$ cat config.mk
export PLATFORM = sky130hd
export DESIGN_NAME = pll_phase_stepper_flat
export DESIGN_NICKNAME = d
export VERILOG_FILES = /design/src/rtl/pll_phase_stepper_if.sv /design/src/rtl/pll_phase_stepper.sv /design/src/flat_wrapper.sv
export SDC_FILE = /design/constraint.sdc
export NUM_CORES = 1
export LEC_CHECK = 0
export ABC_AREA = 1
export ABC_CLOCK_PERIOD_IN_PS = 1700
export CORE_MARGIN = 2
export CORE_UTILIZATION = 54
export DETAILED_ROUTE_END_ITERATION = 10
export GPL_TIMING_DRIVEN = 0
export PLACE_DENSITY_LB_ADDON = 0.2
export REMOVE_ABC_BUFFERS = 1
export SYNTH_ARGS = -nofsm -noshare
export SYNTH_HDL_FRONTEND = slang
export SYNTH_SLANG_ARGS = --single-unit
export TNS_END_PERCENT = 1
$ cat constraint.sdc
create_clock -name clk -period 1.7 [get_ports clk]
set_input_delay 0.34 -clock clk [delete_from_list [all_inputs] [get_ports clk]]
set_output_delay 0.34 -clock clk [all_outputs]
set_load 0.1 [all_outputs]
$ cat src/rtl/pll_phase_stepper_if.sv
// Command handshake and PLL dynamic phase-shift signals for pll_phase_stepper.
// slave is the stepper side; master is the CPU/PLL side.
interface pll_phase_stepper_if;
   logic cmd_valid;
   logic cmd_dir;
   logic cmd_ready;
   logic phasestep;
   logic phaseupdown;
   logic phasedone;

   modport slave (
      input  cmd_valid,
      input  cmd_dir,
      input  phasedone,
      output cmd_ready,
      output phasestep,
      output phaseupdown
   );

   modport master (
      output cmd_valid,
      output cmd_dir,
      output phasedone,
      input  cmd_ready,
      input  phasestep,
      input  phaseupdown
   );
endinterface

$ cat src/rtl/pll_phase_stepper.sv
// Drives the PLL dynamic phase-shift port from auto (phase detector) and manual (CPU) requests,
// tracking the absolute phase position modulo one clock period.
module pll_phase_stepper #(
   parameter int unsigned STEPS   = 40,
   parameter int unsigned POS_W   = 6,
   parameter int unsigned HOLD    = 2,
   parameter int unsigned TIMEOUT = 255
) (
   input  logic                 clk,
   input  logic                 reset,
   input  logic                 enable,
   input  logic                 shift,
   input  logic                 clr_flags,
   pll_phase_stepper_if.slave   bus,
   output logic [POS_W-1:0]     position,
   output logic                 busy,
   output logic                 overrun,
   output logic                 timeout_err
);

   typedef enum logic [1:0] {StIdle, StStep, StWaitLo, StWaitHi} state_e;

   localparam int unsigned      HoldW    = (HOLD > 1) ? $clog2(HOLD) : 1;
   localparam logic [HoldW-1:0] HoldLast = HoldW'(HOLD - 1);
   localparam logic [7:0]       TmoLast  = 8'(TIMEOUT - 1);
   localparam logic [POS_W-1:0] PosLast  = POS_W'(STEPS - 1);

   state_e           state_q;
   logic             pd_meta_q;
   logic             pd_sync_q;
   logic             auto_pend_q;
   logic             man_pend_q;
   logic             man_dir_q;
   logic             phasestep_q;
   logic             phaseupdown_q;
   logic [HoldW-1:0] hold_cnt_q;
   logic [7:0]       tmo_cnt_q;
   logic [POS_W-1:0] position_q;
   logic             overrun_q;
   logic             timeout_q;

   logic in_idle;
   logic take_man;
   logic take_auto;
   logic auto_req;
   logic man_accept;
   logic drop;
   logic tmo_hit;
   logic timeout_set;

   always_comb begin
      in_idle     = (state_q == StIdle);
      take_man    = in_idle && man_pend_q;
      take_auto   = in_idle && !man_pend_q && auto_pend_q;
      auto_req    = shift && enable;
      man_accept  = bus.cmd_valid && in_idle && !man_pend_q;
      // A new auto request only collides if the pending one is not leaving this cycle.
      drop        = auto_req && auto_pend_q && !take_auto;
      tmo_hit     = (tmo_cnt_q == TmoLast);
      timeout_set = tmo_hit && (((state_q == StWaitLo) && pd_sync_q) ||
                                ((state_q == StWaitHi) && !pd_sync_q));
   end

   // phasedone is asynchronous to clk; idle level of the PLL is high.
   always_ff @(posedge clk or posedge reset) begin
      if (reset) begin
         pd_meta_q <= 1'b1;
         pd_sync_q <= 1'b1;
      end else begin
         pd_meta_q <= bus.phasedone;
         pd_sync_q <= pd_meta_q;
      end
   end

   always_ff @(posedge clk or posedge reset) begin
      if (reset) begin
         auto_pend_q <= 1'b0;
         man_pend_q  <= 1'b0;
         man_dir_q   <= 1'b0;
         overrun_q   <= 1'b0;
         timeout_q   <= 1'b0;
      end else begin
         if (auto_req) begin
            auto_pend_q <= 1'b1;
         end else if (take_auto) begin
            auto_pend_q <= 1'b0;
         end
         if (man_accept) begin
            man_pend_q <= 1'b1;
            man_dir_q  <= bus.cmd_dir;
         end else if (take_man) begin
            man_pend_q <= 1'b0;
         end
         if (drop) begin
            overrun_q <= 1'b1;
         end else if (clr_flags) begin
            overrun_q <= 1'b0;
         end
         if (timeout_set) begin
            timeout_q <= 1'b1;
         end else if (clr_flags) begin
            timeout_q <= 1'b0;
         end
      end
   end

   always_ff @(posedge clk or posedge reset) begin
      if (reset) begin
         state_q       <= StIdle;
         phasestep_q   <= 1'b0;
         phaseupdown_q <= 1'b0;
         hold_cnt_q    <= '0;
         tmo_cnt_q     <= '0;
         position_q    <= '0;
      end else begin
         case (state_q)
            StIdle: begin
               if (man_pend_q || auto_pend_q) begin
                  phaseupdown_q <= man_pend_q ? man_dir_q : 1'b1;
                  phasestep_q   <= 1'b1;
                  hold_cnt_q    <= '0;
                  state_q       <= StStep;
               end
            end
            StStep: begin
               if (hold_cnt_q == HoldLast) begin
                  phasestep_q <= 1'b0;
                  tmo_cnt_q   <= '0;
                  state_q     <= StWaitLo;
               end else begin
                  hold_cnt_q <= hold_cnt_q + 1'b1;
               end
            end
            StWaitLo: begin
               if (!pd_sync_q) begin
                  tmo_cnt_q <= '0;
                  state_q   <= StWaitHi;
               end else if (tmo_hit) begin
                  state_q <= StIdle;
               end else begin
                  tmo_cnt_q <= tmo_cnt_q + 1'b1;
               end
            end
            StWaitHi: begin
               if (pd_sync_q) begin
                  if (phaseupdown_q) begin
                     position_q <= (position_q == PosLast) ? '0 : position_q + POS_W'(1);
                  end else begin
                     position_q <= (position_q == '0) ? PosLast : position_q - POS_W'(1);
                  end
                  state_q <= StIdle;
               end else if (tmo_hit) begin
                  state_q <= StIdle;
               end else begin
                  tmo_cnt_q <= tmo_cnt_q + 1'b1;
               end
            end
            default: state_q <= StIdle;
         endcase
      end
   end

   assign bus.phasestep   = phasestep_q;
   assign bus.phaseupdown = phaseupdown_q;
   assign bus.cmd_ready   = in_idle && !man_pend_q;
   assign position        = position_q;
   assign busy            = !in_idle;
   assign overrun         = overrun_q;
   assign timeout_err     = timeout_q;

endmodule

$ cat src/flat_wrapper.sv
// flat-port wrapper written by rule: the top's interface ports become plain ports
module pll_phase_stepper_flat 
#(
   parameter int unsigned STEPS   = 40,
   parameter int unsigned POS_W   = 6,
   parameter int unsigned HOLD    = 2,
   parameter int unsigned TIMEOUT = 255
)
  (clk, reset, enable, shift, clr_flags, position, busy, overrun, timeout_err, bus_cmd_valid, bus_cmd_dir, bus_phasedone, bus_cmd_ready, bus_phasestep, bus_phaseupdown);
  pll_phase_stepper_if bus_i ();
  input  logic clk;
  input  logic reset;
  input  logic enable;
  input  logic shift;
  input  logic clr_flags;
  output logic [POS_W-1:0] position;
  output logic busy;
  output logic overrun;
  output logic timeout_err;
  input wire logic [$bits(bus_i.cmd_valid)-1:0] bus_cmd_valid;
  input wire logic [$bits(bus_i.cmd_dir)-1:0] bus_cmd_dir;
  input wire logic [$bits(bus_i.phasedone)-1:0] bus_phasedone;
  output wire logic [$bits(bus_i.cmd_ready)-1:0] bus_cmd_ready;
  output wire logic [$bits(bus_i.phasestep)-1:0] bus_phasestep;
  output wire logic [$bits(bus_i.phaseupdown)-1:0] bus_phaseupdown;
  assign bus_i.cmd_valid = bus_cmd_valid;
  assign bus_i.cmd_dir = bus_cmd_dir;
  assign bus_i.phasedone = bus_phasedone;
  assign bus_cmd_ready = bus_i.cmd_ready;
  assign bus_phasestep = bus_i.phasestep;
  assign bus_phaseupdown = bus_i.phaseupdown;
  pll_phase_stepper #(.STEPS(STEPS), .POS_W(POS_W), .HOLD(HOLD), .TIMEOUT(TIMEOUT)) u_core (.clk(clk), .reset(reset), .enable(enable), .shift(shift), .clr_flags(clr_flags), .bus(bus_i), .position(position), .busy(busy), .overrun(overrun), .timeout_err(timeout_err));
endmodule
After elaboration in Yosys (flattened, before gate mapping)

Cells that the tools add are included.
Widths: inputs -> output; s select.

Register bits after elaboration: 26
Logic and storage cells: 84

Muxes and demuxes: 28
$add $sub $neg: 4
Equal/unequal tests: 8
Reduce and logical (&&, ||, !) cells: 31

Operator list:

| operator            | number |
|---|---|
| $mux 8              | 4 |
| $pmux 8 s3          | 1 |
| $mux 6              | 3 |
| $mux 1              | 12 |
| $logic_and 1x1->1   | 11 |
| $mux 2              | 5 |
| $reduce_bool 2->1   | 5 |
| $add 8x1->8 const B | 1 |
| $eq 8x8->1 const B  | 1 |
| $pmux 2 s4          | 1 |
| $reduce_and 2->1    | 4 |
| $add 6x1->6 const B | 1 |
| $eq 6x6->1 const B  | 1 |
| $logic_not 6->1     | 1 |
| $reduce_and 3->1    | 2 |
| $sub 6x1->6 const B | 1 |
| $eq 2x2->1 const B  | 2 |
| $logic_not 1->1     | 4 |
| $ne 2x2->1 const B  | 2 |
| $pmux 1 s2          | 2 |
| $reduce_bool 3->1   | 1 |
| $eq 2x1->1 const B  | 1 |
| $logic_not 2->1     | 1 |
| $logic_or 1x1->1    | 2 |
| 2 further kinds     | 2 |

Logic depth before layout (Yosys ltp)

Gate-level depths: netlist of run 1.

Depth after elaboration: 6
Depth in mapped cells: 8

Worst setup path before layout of run 1

OpenSTA, ideal clock, no wires.

Path type: reg2reg
Start point: register u_core.state_q[0]
End point: register u_core.man_dir_q
Setup time: 119 ps
Data required time: 1581 ps
Cell stages (with the launch flop): 7
Setup slack: -702 ps
Arrival: 2282 ps
Path through: dfrtp_1 nor2_1 inv_1 nor2_2 nand2_1 nand2_1 nand2_1

Word-level cells in the longest chain between the ends: 3

RTL lines:

| item                            | line                     | text |
|---|---|---|
| start: declaration              | pll_phase_stepper.sv:28  | `state_e state_q;` |
| start signal: assignment        | pll_phase_stepper.sv:109 | `state_q <= StIdle;` |
| start signal: assignment        | pll_phase_stepper.sv:122 | `state_q <= StStep;` |
| start signal: assignment        | pll_phase_stepper.sv:129 | `state_q <= StWaitLo;` |
| $logic_not 2->1                 | pll_phase_stepper.sv:52  | `in_idle = (state_q == StIdle);` |
| $logic_and 1x1->1 (2 in series) | pll_phase_stepper.sv:56  | `man_accept = bus.cmd_valid && in_idle && !man_pend_q;` |
| end signal: assignment          | pll_phase_stepper.sv:90  | `man_dir_q <= bus.cmd_dir;` |
| end: declaration                | pll_phase_stepper.sv:33  | `logic man_dir_q;` |

Every way passes these cells.
A chain may end at the register's enable or synchronous reset.

Worst setup path in the final report of run 1

Start point: register u_core.state_q[1]
End point: output bus_cmd_ready

Word-level cells in the longest chain between the ends: 2

RTL lines:

| item              | line                     | text |
|---|---|---|
| $logic_not 2->1   | pll_phase_stepper.sv:52  |  |
| $logic_and 1x1->1 | pll_phase_stepper.sv:165 | `assign bus.cmd_ready = in_idle && !man_pend_q;` |
| end: declaration  | flat_wrapper.sv:23       | `output wire logic [$bits(bus_i.cmd_ready)-1:0] bus_cmd_ready;` |

Every way passes these cells.

==> results of run 1 <==
cell usage in the layout (no fill, tap or decap), drive strengths merged:
cell type / n
nand2: 39
nor2: 27
dfrtp: 24
inv: 24
o21ai: 19
nand3: 17
buf: 12
clkdlybuf4s50: 7
xor2: 5
a21oi: 5
ha: 5
clkbuf: 5
o211ai: 4
clkdlybuf4s15: 3
nor3: 2
o21bai: 2
dfstp: 2
o32ai: 1
xnor2: 1
nand4: 1
or2: 1
o22ai: 1
bufinv: 1
clkdlybuf4s18: 1
routing by layer:
metal  GRT usage, %  part of all wire (%)  wire length, um  vias up
li1               -                     -                -      643
met1          27.53                    42             1324      616
met2          35.46                    52             1610       45
met3          3.256                   4.9              154        6
met4          6.122                   1.1               33        0
met5              0                     0                0        -
area by class of cell:
cell class | instances | area (um^2) | area share (%)
clock buffers | 3 | 22.52 | 1.262
inverters | 24 | 90.09 | 5.049
flip-flops and latches | 26 | 653.1 | 36.61
clock inverters | 1 | 30.03 | 1.683
multi-input cells | 130 | 729.5 | 40.88
well taps | 30 | 37.54 | 2.104
repair buffers | 25 | 221.5 | 12.41
final timing paths:
kind | startpoint | endpoint | slack (ns)
worst max-delay path | u_core.state_q[1]$_DFFE_PP0P_ | bus_cmd_ready | 0.005
worst min-delay path | u_core.pd_meta_q$_DFF_PP1_ | u_core.pd_sync_q$_DFF_PP1_ | 0.37
min in group asynchronous | reset | u_core.hold_cnt_q$_DFFE_PP0P_ | 0.51
max in group asynchronous | reset | u_core.position[5]$_DFFE_PP0P_ | 0.61
worst min register to register | u_core.pd_meta_q$_DFF_PP1_ | u_core.pd_sync_q$_DFF_PP1_ | 0.37
worst max register to register | u_core.state_q[1]$_DFFE_PP0P_ | u_core.tmo_cnt_q[7]$_DFFE_PP0P_ | 0.27
per-stage QoR:
step	hold WS (ns)	area, um^2
after global routing	0.3788	1784
after CTS	0.3740	1733
after global placement	0.3485	1693
after detailed placement	0.3540	1693
after floorplan	0.3445	1465
final	0.3720	1784
repair_timing:
action,4_1_cts,5_1_grt
pin swaps,0,2
endpoints found under the setup margin,12,4
gates resized for setup,58,5
gates cloned,0,0
buffers inserted,0,6
kinds of logic (layout without fill, tap and decap cells):
logic type	Yosys count	after routing	synth area share [%]
simple gates	87	87	28.46
xor+xnor	6	6	3.568
flops	26	26	44.35
buf+inv	25	53	6.627
compound gates	32	32	12.74
fa+ha+maj	5	5	4.248
worst max-delay path: stages (launching register included):
cell     delay [ns]
dfrtp_1        0.43
nor2_2         0.15
inv_2          0.08
nor2_4         0.17
buf_12         0.19
power breakdown:
group	leakage [nW]	switching (mW)	total, mW	internal (mW)
Combinational	0.507	1.59	2.20	0.610
Sequential	0.322	0.256	1.07	0.819
Clock	0.0279	0.186	0.424	0.238
Total	0.857	2.03	3.70	1.67
==> results.md, run 1 <==
- Status: complete, no violations
- Top cells by area, synth: dfrtp_1 41%, nand2_1 9.4%, nand3_1 5.4%
- Minimum clock period: around 1.7 ns
- Synth area leader: dfrtp_1
- Worst path arrival time: between 1 and 1.5 ns
- Die width: between 50 and 60 um
- Area grow syn2layout: 21.16%
- Pre-CTS worst setup slack: -0.6734 ns
- Worst Skew: roughly 0.0085 ns
- DRC: 0
- Vias after detailed routing: 1,310
- Largest register FFs: 8
- CTS Hold Buffers Added: 0
- Nets: 223
- Post-Layout Cell Count: roughly 240
- Die Ht: approximately 56 um
- Final ANT Viol Nets: 0
- DPL Wire Length: ~2200 um
- Final Util: between 70% and 80%
- # rows: 18
- Count leader, synth: nand2_1
- Final setup vio count: 0
- Yosys cell types: 27
- Vias in the first global route: about 1,200
- Io pins: 20
- Commonest register cell after synthesis: dfrtp_1
- Initial antenna violation count: 0
- Total power: around 3.7 mW
- Power per standard cell area: about 2100 mW/mm^2
- DR pass1 iterations: 4
- Post-Synthesis Cells: 181
- Clk_lat worst skew: between 0.3 and 0.4 ns
- H-Tree Depth: 1
- Fill cells: roughly 210
- Root buf cell: clkbuf_4
- Max Slew Vio Count: 0
- Largest net degree at the start of global routing: 27
- RSZ-0062 raised after global routing: yes
- PortBufs: 19
- Worst Tran Pin Value: approximately 0.95 ns
- Total track usage: a little over a fifth
- Reg2Reg Depth: 7
- WL/cell: ~13 um
- Share of the synthesized area in the top cell type: between 40% and 50%
- Routed WL: 3122 um
- Synth top cells by count: 37 x nand2_1, 24 x dfrtp_1, 21 x inv_1, 20 x nor2_1
- Setup TNS: 0 ns
- Clock Path Buffers: 2
- CTS Buf Count: 3
- Seq/Total Area, Yosys: about 44%
- Kind of critical path: reg2out
- Worst min path class: reg2reg
- Hold Fails Final Rpt: 0
- Syn_area_per_cell: 8.136 um^2
- Fmax: approximately 600 MHz
- Async set or reset register ratio after synthesis: 100.0%
- Clock Pin Slew Worst Setup and Hold Paths: 0.15 ns
- Initial Utilization: around three fifths
- MaxCap Viol Count: 0
- Worst vdd ir: roughly 1500 uV
- Vias per inst: roughly 5.5
- Post-synth EDFFs: 0
- Slew headroom: 36.43%
- Fin worst setup slack: 0.004804 ns
- Placed cell count: between 200 and 250
- Largest register by flop count: u_core.tmo_cnt_q
- Share of cells above drive strength 1: between 20% and 30%
- Post-Syn Area: ~0.0015 mm^2
- Leak: ~0.86 nW
- Final Wtd Congestion: approximately 0.8
- Core area: 0.002522 mm^2
- Critical path required time: 1.36 ns
- Clock sink count: 26
- Period utilisation layout: 99.72%
- Max Fanout on Critical Path: 3
- Post-synthesis register bit count: 26
- Grt ovf: 0
- Number of diodes: 0
- Total die area: 0.003161 mm^2
- Hold Crit Depth: 0
- Iter 0 DRT Violations: 57
- Critical path endpoint category: output port
- Global-route wire length before repair: between 5000 and 6000 um
- Yosys warns: 0
- Critical Path Start Type: register
- TritonCTS clock tree: built
Note: power is estimated with default switching activity, not from simulation.
==> run 2, diff against run 1 <==
--- a/config.mk
+++ b/config.mk
@@ -6,9 +6,9 @@
 export NUM_CORES = 1
 export LEC_CHECK = 0
 export ABC_AREA = 1
-export ABC_CLOCK_PERIOD_IN_PS = 1700
+export ABC_CLOCK_PERIOD_IN_PS = 1550
 export CORE_MARGIN = 2
-export CORE_UTILIZATION = 54
+export CORE_UTILIZATION = 48
 export DETAILED_ROUTE_END_ITERATION = 10
 export GPL_TIMING_DRIVEN = 0
 export PLACE_DENSITY_LB_ADDON = 0.2
==> constraint.sdc (replaced) <==
create_clock -name clk -period 1.55 [get_ports clk]
set_input_delay 0.31 -clock clk [delete_from_list [all_inputs] [get_ports clk]]
set_output_delay 0.31 -clock clk [all_outputs]
set_load 0.1 [all_outputs]
==> results.md, run 2 (same netlist as run 1, synthesis figures left out) <==
- Status: finished, violations left
- Failing checks: negative setup slack
- Critical Path Start Type: register
- Fmax: 616.8 MHz
- Largest net degree at the start of global routing: 27
- Minimum clock period: 1.621 ns
- Root buf cell: clkbuf_4
- Initial Utilization: 49.45%
- CTS Buf Count: 3
- Max Fanout on Critical Path: 4
- Clock Pin Slew Worst Setup and Hold Paths: 0.14 ns
- Area grow syn2layout: 20.22%
- Reg-to-reg slack, setup: approximately 0.070 ns
- Clk_lat worst skew: between 0.3 and 0.4 ns
- Io pins: 20
- Hold Fails Final Rpt: 0
- Fin worst setup slack: -0.07128 ns
- RSZ-0062 raised after global routing: yes
- PortBufs: 19
- Final setup vio count: 1
- Critical path endpoint category: output port
- Routed WL: about 3200 um
- Die Ht: between 50 and 60 um
- Total die area: 0.003527 mm^2
- Vias per inst: 5.339
- WL/cell: 13.43 um
- Commonest non-fill, non-tap cell in the layout: nand2_1
- # rows: 20
- Final ANT Viol Nets: 0
- Vias in the first global route: around 1,300
- Most frequent cells in the layout: 37 x nand2_1, 22 x dfrtp_1, 19 x inv_1, 19 x nor2_1, 16 x nand3_1
- Number of diodes: 0
- Power per standard cell area: roughly 2200 mW/mm^2
- Share of cells above drive strength 1: a little over a fifth
- Hold Crit Depth: 0
- Post-Layout Cell Count: 239
- Leak: ~0.85 nW
- Internal: about 1.7 mW
- DR pass1 iterations: 4
- Global-route wire length before repair: about 5500 um
- Nets: 220
- Worst r2r dst: u_core.tmo_cnt_q[0]$_DFFE_PP0P_
- Final Util: around three fifths
- Slew headroom: 34.57%
- Logic gate share of total power: approximately three fifths
- TritonCTS clock tree: built
- DRC: 0
- MaxCap Viol Count: 0
- HP Start: u_core.pd_meta_q$_DFF_PP1_
- Die width: 59.39 um
- Sequential share of power: a little under a third
- Critical path required time: approximately 1.2 ns
- CTS Hold Buffers Added: 0
- Final Cell Area: approximately 0.0018 mm^2
- H-Tree Depth: 1
- Total track usage: 20.75%
- Reg2Reg Depth: 8
- Worst Skew: 0.003875 ns
- Clock share of power: a little under 9%
- Total power: roughly 4.0 mW
- Worst min path class: reg2reg
- Largest register FFs: 8
- WHS: between 0.3 and 0.4 ns
- Vias after detailed routing: ~1,300
- Initial antenna violation count: 0
- FF-to-FF Start: u_core.state_q[0]$_DFFE_PP0P_
- Worst Tran Pin Value: between 0.9 and 1 ns
- DPL Wire Length: 2343 um
- Largest register by flop count: u_core.tmo_cnt_q
- Core area: ~0.0030 mm^2
- Grt ovf: 0
- Clock Path Buffers: 2
- Sw frac: a little under three fifths
- Clock sink count: 26
- Final Wtd Congestion: approximately 0.86
- Worst vdd ir: roughly 1200 uV
- Worst path arrival time: approximately 1.3 ns
- Area post-placement: 0.001697 mm^2
- Placed cell count: between 200 and 250
- Iter 0 DRT Violations: 70
- Kind of critical path: reg2out
- Hold endpoint: u_core.pd_sync_q$_DFF_PP1_
- Switching power: ~2.2 mW
- Max Slew Vio Count: 0
- Period utilisation layout: 104.6%
-- run 2: how the worst max path moves through the flow --
stage                                  startpoint                           end  slack, ns  cells after the start
finish              u_core.state_q[1]$_DFFE_PP0P_                 bus_cmd_ready      -0.07                      4
global route        u_core.state_q[1]$_DFFE_PP0P_                 bus_cmd_ready      -0.14                      4
CTS                 u_core.state_q[0]$_DFFE_PP0P_                 bus_cmd_ready      -0.11                      4
detailed placement  u_core.state_q[0]$_DFFE_PP0P_                 bus_cmd_ready      -0.85                      4
global placement    u_core.state_q[1]$_DFFE_PP0P_                 bus_cmd_ready      -0.80                      4
floorplan           u_core.state_q[0]$_DFFE_PP0P_  u_core.man_dir_q$_DFFE_PP0P_      -0.85                      6
-- run 2: layout make-up --
type	instances	area [um^2]
Fill cell	270	1207
Tap cell	33	41.29
Timing Repair Buffer	22	198.9
Multi-Input combinational cell	130	743.2
Inverter	24	95.09
Clock buffer	4	36.28
Sequential cell	26	655.6
-- run 2: per-layer routing --
| metal | global-route usage (%) | wire length (um) | up-vias |
|---|---|---|---|
| li1 | - | - | 635 |
| met1 | 24.33 | 1358 | 615 |
| met2 | 38.62 | 1703 | 21 |
| met3 | 2.620 | 100 | 5 |
| met4 | 6.818 | 47 | 0 |
| met5 | 0 | 0 | - |
-- run 2: timing repair --
item	4_1_cts	5_1_grt
pin swaps	1	2
gates resized for setup	75	12
buffers inserted	3	0
endpoints found under the setup margin	12	14
-- run 2: critical path, cell delays in order (launching register included) --
cell	delay, ns
dfrtp_1	0.44
nor2_4	0.16
inv_4	0.07
nor2_4	0.12
buf_12	0.18
-- run 2: power by group through the flow --
stage                     Combinational, mW  Clock [mW]  Sequential [mW]
final                                  2.42       0.349             1.20
after floorplan                        1.09           0             1.87
after detailed placement               2.30           0             1.20
after global routing                   2.62       0.387             1.25
after CTS                              2.37       0.358             1.18
after global placement                 2.25           0             1.18
-- run 2: per-stage QoR --
stage,worst slack (ns),setup TNS [ns]
finish,-0.07128,-0.07128
global route,-0.1387,-0.1958
CTS,-0.1096,-0.1241
detailed placement,-0.8500,-4.795
global placement,-0.8012,-4.663
floorplan,-0.8520,-7.151
